`config.mk`:
```
export PLATFORM = sky130hd
export DESIGN_NAME = seq_addsub_flat
export DESIGN_NICKNAME = d
export VERILOG_FILES = /design/src/rtl/seq_addsub_if.sv /design/src/rtl/seq_addsub.sv /design/src/flat_wrapper.sv
export SDC_FILE = /design/constraint.sdc
export NUM_CORES = 1
export LEC_CHECK = 0
export BUFFER_PORTS_ARGS = -buffer_cell sky130_fd_sc_hd__buf_4
export CORE_MARGIN = 5
export CORE_UTILIZATION = 63
export CTS_BUF_LIST = sky130_fd_sc_hd__clkbuf_4 sky130_fd_sc_hd__clkbuf_8
export DETAILED_ROUTE_END_ITERATION = 7
export GPL_TIMING_DRIVEN = 1
export PLACE_DENSITY = 0.88
export SKIP_CTS_REPAIR_TIMING = 1
export SLEW_MARGIN = 20
export SYNTH_ARGS = -nofsm -noshare
export SYNTH_HDL_FRONTEND = slang
export SYNTH_SLANG_ARGS = --single-unit
export TNS_END_PERCENT = 100
```
`constraint.sdc`:
```
create_clock -name clk -period 8.5 [get_ports clk]
set_clock_uncertainty 0.15 [all_clocks]
set_input_delay 1.275 -clock clk [delete_from_list [all_inputs] [get_ports clk]]
set_output_delay 1.275 -clock clk [all_outputs]
set_load 0.03 [all_outputs]
```
`src/rtl/seq_addsub_if.sv`:
```
// Handshake and result bus between the ALU controller and the sliced adder/subtractor.
interface seq_addsub_if #(
  parameter int WIDTH = 32
);
  logic             start;
  logic [1:0]       op;
  logic [WIDTH-1:0] a;
  logic [WIDTH-1:0] b;
  logic             cin;
  logic             busy;
  logic             done;
  logic [WIDTH-1:0] result;
  logic             carry;
  logic             overflow;
  logic             sign;
  logic             zero;

  modport master (
    output start, op, a, b, cin,
    input  busy, done, result, carry, overflow, sign, zero
  );

  modport slave (
    input  start, op, a, b, cin,
    output busy, done, result, carry, overflow, sign, zero
  );
endinterface

```
`src/rtl/seq_addsub.sv`:
```
// Multi-cycle adder/subtractor: adds SLICE bits per clock with a registered carry
// between slices; result and flags appear only at completion with a one-cycle done.
module seq_addsub #(
    parameter int WIDTH = 32,
    parameter int SLICE = 8
) (
    input logic        clk,
    input logic        rst_n,
    seq_addsub_if.slave io
);

    localparam int N  = WIDTH / SLICE;
    localparam int KW = (N > 1) ? $clog2(N) : 1;

    typedef enum logic {
        S_IDLE,
        S_RUN
    } state_t;

    state_t           state_q, state_d;
    logic [KW-1:0]    k_q, k_d;
    logic [WIDTH-1:0] a_q, a_d;
    logic [WIDTH-1:0] b_q, b_d;
    logic [WIDTH-1:0] acc_q, acc_d;
    logic             c_q, c_d;
    logic             sub_q, sub_d;
    logic             busy_q, busy_d;
    logic             done_q, done_d;
    logic [WIDTH-1:0] result_q, result_d;
    logic             carry_q, carry_d;
    logic             overflow_q, overflow_d;
    logic             sign_q, sign_d;
    logic             zero_q, zero_d;

    logic [SLICE:0]   slice_sum;
    int unsigned      lo;

    always_comb begin
        state_d    = state_q;
        k_d        = k_q;
        a_d        = a_q;
        b_d        = b_q;
        acc_d      = acc_q;
        c_d        = c_q;
        sub_d      = sub_q;
        busy_d     = busy_q;
        done_d     = 1'b0;
        result_d   = result_q;
        carry_d    = carry_q;
        overflow_d = overflow_q;
        sign_d     = sign_q;
        zero_d     = zero_q;
        slice_sum  = '0;
        lo         = 0;

        case (state_q)
            S_IDLE: begin
                if (io.start) begin
                    a_d   = io.a;
                    b_d   = io.op[1] ? ~io.b : io.b;
                    sub_d = io.op[1];
                    case (io.op)
                        2'b00:   c_d = 1'b0;
                        2'b01:   c_d = io.cin;
                        2'b10:   c_d = 1'b1;
                        default: c_d = ~io.cin;
                    endcase
                    k_d     = '0;
                    busy_d  = 1'b1;
                    state_d = S_RUN;
                end
            end
            S_RUN: begin
                lo        = 32'(k_q) * SLICE;
                slice_sum = {1'b0, a_q[lo +: SLICE]} + {1'b0, b_q[lo +: SLICE]}
                          + (SLICE + 1)'(c_q);
                acc_d[lo +: SLICE] = slice_sum[SLICE-1:0];
                c_d = slice_sum[SLICE];
                k_d = k_q + 1'b1;
                // Flags are taken from acc_d so the final slice written this edge is included.
                if (k_q == KW'(N - 1)) begin
                    state_d    = S_IDLE;
                    k_d        = '0;
                    busy_d     = 1'b0;
                    done_d     = 1'b1;
                    result_d   = acc_d;
                    carry_d    = slice_sum[SLICE] ^ sub_q;
                    overflow_d = (a_q[WIDTH-1] ^ acc_d[WIDTH-1]) & (b_q[WIDTH-1] ^ acc_d[WIDTH-1]);
                    sign_d     = acc_d[WIDTH-1];
                    zero_d     = ~|acc_d;
                end
            end
        endcase
    end

    always_ff @(posedge clk or negedge rst_n) begin
        if (!rst_n) begin
            state_q    <= S_IDLE;
            k_q        <= '0;
            a_q        <= '0;
            b_q        <= '0;
            acc_q      <= '0;
            c_q        <= 1'b0;
            sub_q      <= 1'b0;
            busy_q     <= 1'b0;
            done_q     <= 1'b0;
            result_q   <= '0;
            carry_q    <= 1'b0;
            overflow_q <= 1'b0;
            sign_q     <= 1'b0;
            zero_q     <= 1'b0;
        end else begin
            state_q    <= state_d;
            k_q        <= k_d;
            a_q        <= a_d;
            b_q        <= b_d;
            acc_q      <= acc_d;
            c_q        <= c_d;
            sub_q      <= sub_d;
            busy_q     <= busy_d;
            done_q     <= done_d;
            result_q   <= result_d;
            carry_q    <= carry_d;
            overflow_q <= overflow_d;
            sign_q     <= sign_d;
            zero_q     <= zero_d;
        end
    end

    assign io.busy     = busy_q;
    assign io.done     = done_q;
    assign io.result   = result_q;
    assign io.carry    = carry_q;
    assign io.overflow = overflow_q;
    assign io.sign     = sign_q;
    assign io.zero     = zero_q;

endmodule

```
`src/flat_wrapper.sv`:
```
// flat-port wrapper written by rule: the top's interface ports become plain ports
module seq_addsub_flat 
#(
    parameter int WIDTH = 32,
    parameter int SLICE = 8
)
  (clk, rst_n, io_start, io_op, io_a, io_b, io_cin, io_busy, io_done, io_result, io_carry, io_overflow, io_sign, io_zero);
  seq_addsub_if #(.WIDTH(WIDTH)) io_i ();
  input logic clk;
  input logic rst_n;
  input wire logic [$bits(io_i.start)-1:0] io_start;
  input wire logic [$bits(io_i.op)-1:0] io_op;
  input wire logic [$bits(io_i.a)-1:0] io_a;
  input wire logic [$bits(io_i.b)-1:0] io_b;
  input wire logic [$bits(io_i.cin)-1:0] io_cin;
  output wire logic [$bits(io_i.busy)-1:0] io_busy;
  output wire logic [$bits(io_i.done)-1:0] io_done;
  output wire logic [$bits(io_i.result)-1:0] io_result;
  output wire logic [$bits(io_i.carry)-1:0] io_carry;
  output wire logic [$bits(io_i.overflow)-1:0] io_overflow;
  output wire logic [$bits(io_i.sign)-1:0] io_sign;
  output wire logic [$bits(io_i.zero)-1:0] io_zero;
  assign io_i.start = io_start;
  assign io_i.op = io_op;
  assign io_i.a = io_a;
  assign io_i.b = io_b;
  assign io_i.cin = io_cin;
  assign io_busy = io_i.busy;
  assign io_done = io_i.done;
  assign io_result = io_i.result;
  assign io_carry = io_i.carry;
  assign io_overflow = io_i.overflow;
  assign io_sign = io_i.sign;
  assign io_zero = io_i.zero;
  seq_addsub #(.WIDTH(WIDTH), .SLICE(SLICE)) u_core (.clk(clk), .rst_n(rst_n), .io(io_i));
endmodule
```
==> results.yml <==
status:
  status: "complete, no violations"
yosys:
  syn_avg_cell_area_sq_um: 10.7
  synthTopCellsByCount: "dfrtp_1 (138), nand2_1 (92), o21ai_0 (76), nor2_1 (62), xnor2_1 (36)"
  synth_cell_types: 45
  yosysSeqAreaShare: 0.523
  ys_ff_latch: 138
  synth.largest_area_cell: "dfrtp_1"
  synth_ff_type: "dfrtp_1"
  synthesis.nets: 703
  synth_top_area_frac: 0.523
  postSynthCellCount: 618
  yosysMostFrequentCell: "dfrtp_1"
  syn_area_sq_um: 6600
  synth.area.top_cells: "dfrtp_1 (52%), mux2_2 (5.8%), o21ai_0 (5.8%)"
  synth-edff-count: 0
  async_reset_ff_frac: 1.00
  yosysWarnings: 0
sta:
  fmax_ghz: 0.264
  tightest_slew_ns: 0.971
  rsz0062_at_grt: "false"
  min_period_over_period: 0.446
  maxSlewHeadroom: 0.353
  finalSetupTns_ns: 0
  fin_crit_ns: 3.79
  finalSetupViolCount: 0
  report.final.slew_viol_count: 0
  finalHoldViolations: 0
finish:
  diodes: 0
  regArea_sq_um: 3450
  syn2layout_area_growth_pct: 18.7
  multi_input_area_sq_um: 2970
  fill_cells: 717
  drive_gt1_frac: 0.269
  fin_nets: 801
drt:
  wl_um: 16500
  avgViaCountPerCell: 6.00
  dr.pass1.iters: 5
  drc_errors: 0
  wl_per_cell_um: 19.1
  ant_nets: 0
  drt-initial-drc-count: 407
  vias: 5183
critical_path:
  critPathKind: "reg -> reg"
  rr_startpoint: "u_core.k_q[1]$_DFFE_PN0P_"
  cp.required_ns: 8.68
  r2r_slack_ns: 4.71
  worst_setup_path_end_kind: "register"
  r2r-end: "u_core.io.zero$_DFFE_PN0P_"
  path_max_fanout: 20
  reg2reg_depth: 8
  worstSetupStartpointType: "register"
  worstPathArrival_ns: 3.97
cts:
  cts_buffer_depth: 2
  path_clk_slew_ns: 0.08
  cts_max_level: 4
  cts_sinks: 138
  cts_buffers: 17
  clockRootBuffer: "clkbuf_8"
  cts_tree: "done"
  clock_latency_ns: 0.44
floorplanning:
  die-width_um: 112
  core-area_sq_um: 10300
  die_height_um: 112
  row_count: 37
  die_area_sq_um: 12600
  initial_utilization: 0.643
  ios: 108
placement:
  io_buffer_count: 107
  place_congestion: 0.898
  dp_hpwl_um: 11900
global_route:
  overflow: 0
  grt_usage: 0.275
  grt_max_degree: 100
  antenna_found_initial: 0
  grt_pass1_vias: 5332
  grt_pass1_wl_um: 27300
run:
  max_cap_viol_count: 0
hold_path:
  hold_path_startpoint: "u_core.b_q[26]$_DFFE_PN0P_"
  worstHoldPathType: "reg -> reg"
  hold_depth: 2
  hold_end: "u_core.b_q[26]$_DFFE_PN0P_"
## kinds of logic (layout without fill, tap and decap cells)
family	after synthesis	after routing	share of synthesized area
AOI/OAI and AO/OA	135	135	0.125
xor gates and xnor gates	41	41	0.0544
adders and majority gates	15	15	0.0307
buffers and inverters	45	155	0.0279
DFF	138	138	0.523
muxes	51	51	0.114
and+or+nand+nor	193	193	0.125
## per-stage QoR
step,area [sq um],cells,hold slack [ns],utilization,setup WS (ns)
finish,7840,864,0.336,0.763,4.71
global route,7840,864,0.362,0.763,4.48
CTS,7830,864,0.336,0.762,4.75
detailed placement,7480,833,0.315,0.727,4.79
global placement,7480,833,0.308,0.727,4.88
floorplan,6600,618,0.292,-,5.15
## layout by cell type, fill, tap and decap left out, drive strengths merged, types with 2 or more instances in the layout
cell type  Yosys  routed
or3            5       5
nand2         92      92
a21oi         14      14
clkinvlp       0       4
fa             2       2
nor2b          2       2
mux4          16      16
nor2          62      62
nand2b         8       8
or4            2       2
a221oi        22      22
buf            8     110
clkbuf        23      19
a22oi          2       2
inv           13      13
nand3b         2       2
a31oi          4       4
clkinv         1       8
mux2          34      34
nor3          11      11
ha            13      13
xnor2         36      36
dfrtp        138     138
o21ai         77      77
nand4b         2       2
a211oi         2       2
o211ai         4       4
nor4           6       6
xor2           5       5
## worst max path at each step
stage | startpoint | endpoint | slack [ns] | cells after the start
2_1_floorplan | u_core.k_q[0]$_DFFE_PN0P_ | u_core.io.zero$_DFFE_PN0P_ | 5.15 | 12
3_3_place_gp | u_core.k_q[0]$_DFFE_PN0P_ | u_core.io.zero$_DFFE_PN0P_ | 4.88 | 9
3_5_place_dp | u_core.k_q[1]$_DFFE_PN0P_ | u_core.io.zero$_DFFE_PN0P_ | 4.79 | 8
4_1_cts | u_core.k_q[1]$_DFFE_PN0P_ | u_core.io.zero$_DFFE_PN0P_ | 4.75 | 8
5_1_grt | u_core.k_q[0]$_DFFE_PN0P_ | u_core.io.zero$_DFFE_PN0P_ | 4.48 | 9
6_report | u_core.k_q[1]$_DFFE_PN0P_ | u_core.io.zero$_DFFE_PN0P_ | 4.71 | 8
## critical path: stages (launching register included)
cell	delay, ns
dfrtp_1	0.93
mux4_2	0.44
fa_1	0.44
a211oi_1	0.46
o21ai_0	0.27
xor2_1	0.59
nor3_1	0.14
a31oi_1	0.19
o21ai_1	0.07
## cell type report
class	count	area share
Multi-Input combinational cell	435	0.379
Inverter	14	0.00670
Sequential cell	138	0.441
Clock inverter	12	0.0131
Clock buffer	19	0.0326
Timing Repair Buffer	110	0.106
Tap cell	136	0.0217
## routing by layer
layer  vias up  wire, um  GRT usage  share of wire
li1       2373         -          -              -
met1      2565      6740      0.369           0.41
met2       207      8210      0.451           0.50
met3        38      1160     0.0604          0.070
met4         0       401     0.0905          0.024
met5         -         0          0              0
## sequential cells by signal (all words and copies together), names as in the netlist, 2 cells and up
signal,count
u_core.a_q,32
u_core.acc_q,32
u_core.b_q,32
u_core.io.result,32
u_core.k_q,2
Power is left out: the tool's default activity adds up to more than one toggle a clock period on the data nets, which glitch-free logic cannot reach.
